[src/rtl/dm_store_buffer.sv]
// Write-posting store queue in front of the data RAM; steers the shared RAM port between loads and drains.
// Optional feature: define STORE_BUF_BYPASS_EN to send a store straight to the RAM when the queue is empty and no load is active.
module dm_store_buffer #(
  parameter int DEPTH = 4
) (
  input  logic        clk,
  input  logic        reset,
  input  logic        st_req,
  input  logic [31:0] st_addr,
  input  logic [3:0]  st_be,
  input  logic [31:0] st_wdata,
  input  logic [31:0] st_pc,
  output logic        st_full,
  input  logic        ld_req,
  input  logic [31:0] ld_addr,
  output logic        ld_hazard,
  output logic        sb_empty,
  output logic        ram_we,
  output logic [31:0] ram_addr,
  output logic [3:0]  ram_be,
  output logic [31:0] ram_wdata,
  output logic [31:0] ram_pc
);

  localparam int PTR_W = (DEPTH > 1) ? $clog2(DEPTH) : 1;

  logic [PTR_W-1:0] head_reg;
  logic [PTR_W-1:0] tail_reg;
  logic [PTR_W:0]   count_reg;

  logic [29:0] addr_mem  [DEPTH];
  logic [3:0]  be_mem    [DEPTH];
  logic [31:0] wdata_mem [DEPTH];
  logic [31:0] pc_mem    [DEPTH];

  logic [DEPTH-1:0] match;
  logic             drain;
  logic             bypass;
  logic             push;
  logic             unused_addr_bits;

  assign unused_addr_bits = ^{st_addr[1:0], ld_addr[1:0]};

  // An entry is live when its distance from head is below count.
  generate
    for (genvar gi = 0; gi < DEPTH; gi++) begin : g_entry
      logic [PTR_W-1:0] offset;
      assign offset    = PTR_W'(gi) - head_reg;
      assign match[gi] = ({1'b0, offset} < count_reg) && (addr_mem[gi] == ld_addr[31:2]);
    end
  endgenerate

  assign sb_empty  = (count_reg == '0);
  assign st_full   = (count_reg == (PTR_W+1)'(DEPTH));
  assign ld_hazard = ld_req && (|match);
  assign drain     = !sb_empty && (!ld_req || ld_hazard);

`ifdef STORE_BUF_BYPASS_EN
  assign bypass = st_req && sb_empty && !ld_req;
`else
  assign bypass = 1'b0;
`endif

  assign push = st_req && !st_full && !bypass;

  always_comb begin
    ram_we    = 1'b0;
    ram_addr  = ld_addr;
    ram_be    = 4'b0000;
    ram_wdata = 32'h0;
    ram_pc    = 32'h0;
    if (drain) begin
      ram_we    = 1'b1;
      ram_addr  = {addr_mem[head_reg], 2'b00};
      ram_be    = be_mem[head_reg];
      ram_wdata = wdata_mem[head_reg];
      ram_pc    = pc_mem[head_reg];
    end else if (bypass) begin
      ram_we    = 1'b1;
      ram_addr  = {st_addr[31:2], 2'b00};
      ram_be    = st_be;
      ram_wdata = st_wdata;
      ram_pc    = st_pc;
    end
  end

  always_ff @(posedge clk or negedge reset) begin
    if (!reset) begin
      head_reg  <= '0;
      tail_reg  <= '0;
      count_reg <= '0;
    end else begin
      if (push)
        tail_reg <= tail_reg + 1'b1;
      if (drain)
        head_reg <= head_reg + 1'b1;
      case ({push, drain})
        2'b10:   count_reg <= count_reg + 1'b1;
        2'b01:   count_reg <= count_reg - 1'b1;
        default: count_reg <= count_reg;
      endcase
    end
  end

  // Payload storage needs no reset: liveness is tracked by head/count alone.
  always_ff @(posedge clk) begin
    if (push) begin
      addr_mem[tail_reg]  <= st_addr[31:2];
      be_mem[tail_reg]    <= st_be;
      wdata_mem[tail_reg] <= st_wdata;
      pc_mem[tail_reg]    <= st_pc;
    end
  end

endmodule

[config.mk]
export PLATFORM = sky130hd
export DESIGN_NAME = dm_store_buffer
export DESIGN_NICKNAME = d
export VERILOG_FILES = /design/src/rtl/dm_store_buffer.sv
export SDC_FILE = /design/constraint.sdc
export NUM_CORES = 1
export LEC_CHECK = 0
export ABC_AREA = 0
export BUFFER_PORTS_ARGS = -buffer_cell sky130_fd_sc_hd__buf_2
export CAP_MARGIN = 20
export CORE_MARGIN = 10
export CORE_UTILIZATION = 50
export CTS_CLUSTER_SIZE = 24
export DETAILED_ROUTE_END_ITERATION = 6
export PLACE_DENSITY_LB_ADDON = 0.15
export SYNTH_ARGS = -nofsm -noshare
export SYNTH_HDL_FRONTEND = slang
export SYNTH_SLANG_ARGS = --single-unit
[constraint.sdc]
create_clock -name clk -period 5.5 [get_ports clk]
set_clock_uncertainty 0.1 [all_clocks]
set_input_delay 0.825 -clock clk [delete_from_list [all_inputs] [get_ports clk]]
set_output_delay 0.825 -clock clk [all_outputs]
set_load 0.005 [all_outputs]
==> implementation parameters <==
Parameter                              Value

Outcome
  Run status    finished clean

Pwr
  Share of total power in combinational logic    between 20 and 30%
  Sequential power share    a little over two fifths
  Internal Pwr Total    0.00706 W
  Worst-case vdd ir drop    0.340 mV
  Net switching component of the power    0.00289 W
  LEAKAGE    ~7.1 nW
  Switching power as a share of total power    between 20% and 30%
  Relative contribution of the clock network to total power    around 27%
  Power per standard cell area    around 500 nW/um^2

Worst setup path
  Worst path required time    ~4.6 ns
  Logic depth of the worst register-to-register path    15
  Slowest-stage cell, CP    nor4_2
  Delay contributed by the slowest stage of the critical path    between 0.7 and 0.8 ns
  Flop2flop setup slack    about 1.1 ns
  Critical Path End Type    primary output
  Worst path depth    9
  Critical Path Source    head_reg[1]
  Worst path cell trace    xnor2_1, ha_1, inv_1, o2111ai_1, a2111oi_0, nor4_2, a21o_4, mux2_2, buf_2
  Worst setup SP type    register
  Critical Path Sink    ram_addr[12]
  Critical path peak fanout    37
  Capture instance of the worst register-to-register path    count_reg[2]
  Gate family responsible for the most delay along the worst path    compound AO/OA/AOI/OAI gates
  Worst reg2reg startpoint    head_reg[1]
  Buffers plus inverters on the worst setup path    2
  Path type of the worst setup path    register to primary output
  CP Data Arrival Time    approximately 4.1 ns

Floorplan
  Rows    67
  Die Area    approximately 42000 um^2
  Width of the die    between 200 and 250 um
  Chip Height    204 um
  Number of I/O pins    between 200 and 250
  Initial Util    50.7%
  Area inside the core boundary    between 30000 and 40000 um^2

Yosys
  Share of the synthesized area in the top cell type    approximately 70%
  Most used standard cell by instance count after synthesis    edfxtp_1
  Instance count of the mapped netlist    slightly below 900
  Cell type with the highest aggregate area in the netlist    edfxtp_1
  Sequential cell area fraction in the yosys report    70.3%
  Cell area after technology mapping    17000 um^2
  Number of synthesized flops with an enable pin    around 400
  Cells taking the most area after synthesis    edfxtp_1, mux4_2, xor2_1
  Synth warnings    0
  Commonest cells in the synthesized netlist    edfxtp_1, xor2_1, mux4_2
  Commonest register cell after synthesis    edfxtp_1
  Mean area per synthesized cell    roughly 19 um^2
  Number of register bits inferred by synthesis    399
  Synthesized net count    between 1000 and 1500
  Post-synthesis cell type count    33
  Async set-or-reset flop fraction in the synthesized netlist    1.75%

Global route
  Wire length of the first global-routing pass    roughly 57 mm
  Peak-usage layer in the global routing report    met2
  Antenna violations before repair    11
  Total GRT Usage    between 10% and 20%
  Maximum number of pins on one net before global-route repair    between 70 and 80
  Vias in the first global route    just over 9000
  Met3 track demand over resource    roughly 5.5%
  Residual overflow from global routing    0
  Global routing met1 resource utilization    24.6%
  Routing usage on met2    28.9%

Layout
  Sequential Area    12000 um^2
  Fraction of layout cells with a size suffix above 1    between 30% and 40%
  Post-layout utilization of the core    59.5%
  Largest regs    pc_mem x128, wdata_mem x128, addr_mem x120
  Area delta synth->final    17.5%
  Area occupied by multi-input gates    4720 um^2
  Fill cell total of the finished layout    about 2500
  Number of nets at the end of the flow    between 1000 and 1500

Placement
  Routability congestion estimate from global placement    0.815
  Post-DP HPWL    roughly 25 mm
  Port bufs    about 240

STA
  Slew at the pin closest to its max-slew limit    about 1.1 ns
  Normalized max-slew margin    between 20% and 30%
  Post-Route Setup TNS    0 ns
  Final worst path period need    4.98 ns
  Number of endpoints with negative hold slack in the final report    0
  Final count of negative-setup-slack endpoints    0
  Fmax    approximately 200 MHz
  Final critical-path share of the clock period    between 90 and 100%
  RSZ-0062 raised after global routing    false
  Number of max-slew violations in the final report    0
  Worst hold slack across all endpoints    around 0.4 ns

Hold path
  Class of the most critical hold timing path    primary input to register

Clock tree
  Library cell used as clock root buffer    clkbuf_16
  Total clock buffers created by CTS    42
  Clock-pin slew on the worst setup and hold paths    roughly 0.060 ns
  Clock sink count    around 400
  Setup Buffers After CTS    0
  Maximum buffer depth of the clock tree    3
  CTS tree    done
  Clock Latency Late Sink    between 0.5 and 0.6 ns
  H-tree lvl count    2

Detailed routing
  Detailed-route DRC error count    0
  WL final    a little under 40 mm
  Antenna violation net count after detailed routing    0
  First-pass iteration count of the detailed router    4
  Initial DRC count    around 630
  Average wire length per cell after detail routing    ~24 um
  Total vias in the final route    between 8000 and 9000
  Routed via count divided by cell count    5.46

Flow run
  Max-capacitance violation count    0
==> repair_timing <==
action                                  4_1_cts  5_1_grt
gates resized for setup                       0        1
hold endpoints to repair                      7        0
endpoints found under the setup margin        0       11
hold buffers                                  1        0
==> per-layer routing <==
layer	vias up	routed length (um)
li1	3893	-
met1	4432	16300
met2	282	18600
met3	59	3220
met4	14	567
met5	-	75
==> power by group through the flow <==
stage                     sequential [W]  clock (W)  combinational (W)
after floorplan                  0.00425          0            0.00206
after global placement           0.00430          0            0.00306
after detailed placement         0.00432          0            0.00305
after CTS                        0.00426    0.00277            0.00307
after global routing             0.00431    0.00290            0.00326
final                            0.00425    0.00271            0.00298
==> cells by family (layout without fill, tap and decap cells) <==
logic type | after synthesis | in the layout | synth area share (%)
other | 0 | 3 | 0
multiplexers | 128 | 128 | 15.4
AO/OA/AOI/OAI | 14 | 15 | 0.662
XOR/XNOR | 127 | 127 | 6.54
adder cells (fa/ha/maj) | 10 | 10 | 0.780
AND/OR/NAND/NOR | 118 | 118 | 4.24
flip-flops | 399 | 399 | 70.3
buffers and inverters | 80 | 342 | 2.13
==> cells in the final DEF, fill, tap and decap left out, drive strengths merged, types with 22 or more instances in the layout <==
cell type	count
nor4	25
mux2	30
edfxtp	392
clkinv	22
clkbuf	51
mux4	98
buf	248
nor2b	69
xor2	110
==> worst min-delay path by stage <==
stage	slack [ns]	start	cells after the start	endpoint
6_report	0.39	st_pc[0]	1	pc_mem[2][0]
5_1_grt	0.38	st_pc[0]	1	pc_mem[3][0]
4_1_cts	0.37	st_pc[0]	1	pc_mem[0][0]
3_5_place_dp	0.41	count_reg[1]	2	count_reg[1]
3_3_place_gp	0.40	count_reg[1]	2	count_reg[1]
2_1_floorplan	0.37	count_reg[1]	2	count_reg[1]
==> final cells by class <==
class	instances	share of cell area (%)
flip-flops and latches	399	59.9
multi-input cells	398	23.7
repair buffers	249	6.66
clock buffers	51	5.54
well taps	448	2.81
clock inverters	27	1.15
inverters	15	0.282
diodes	3	0.0376
==> stage by stage <==
step           instance area, um^2  power (W)  setup slack [ns]  cells
5_1_grt                      20000     0.0105             0.259   1588
2_1_floorplan                17000    0.00632              1.47    876
6_report                     20000    0.00994             0.522   1590
3_5_place_dp                 18600    0.00737             0.525   1507
3_3_place_gp                 18600    0.00735             0.559   1507
4_1_cts                      19900     0.0101             0.148   1586
(Power assumes the default switching activity.)
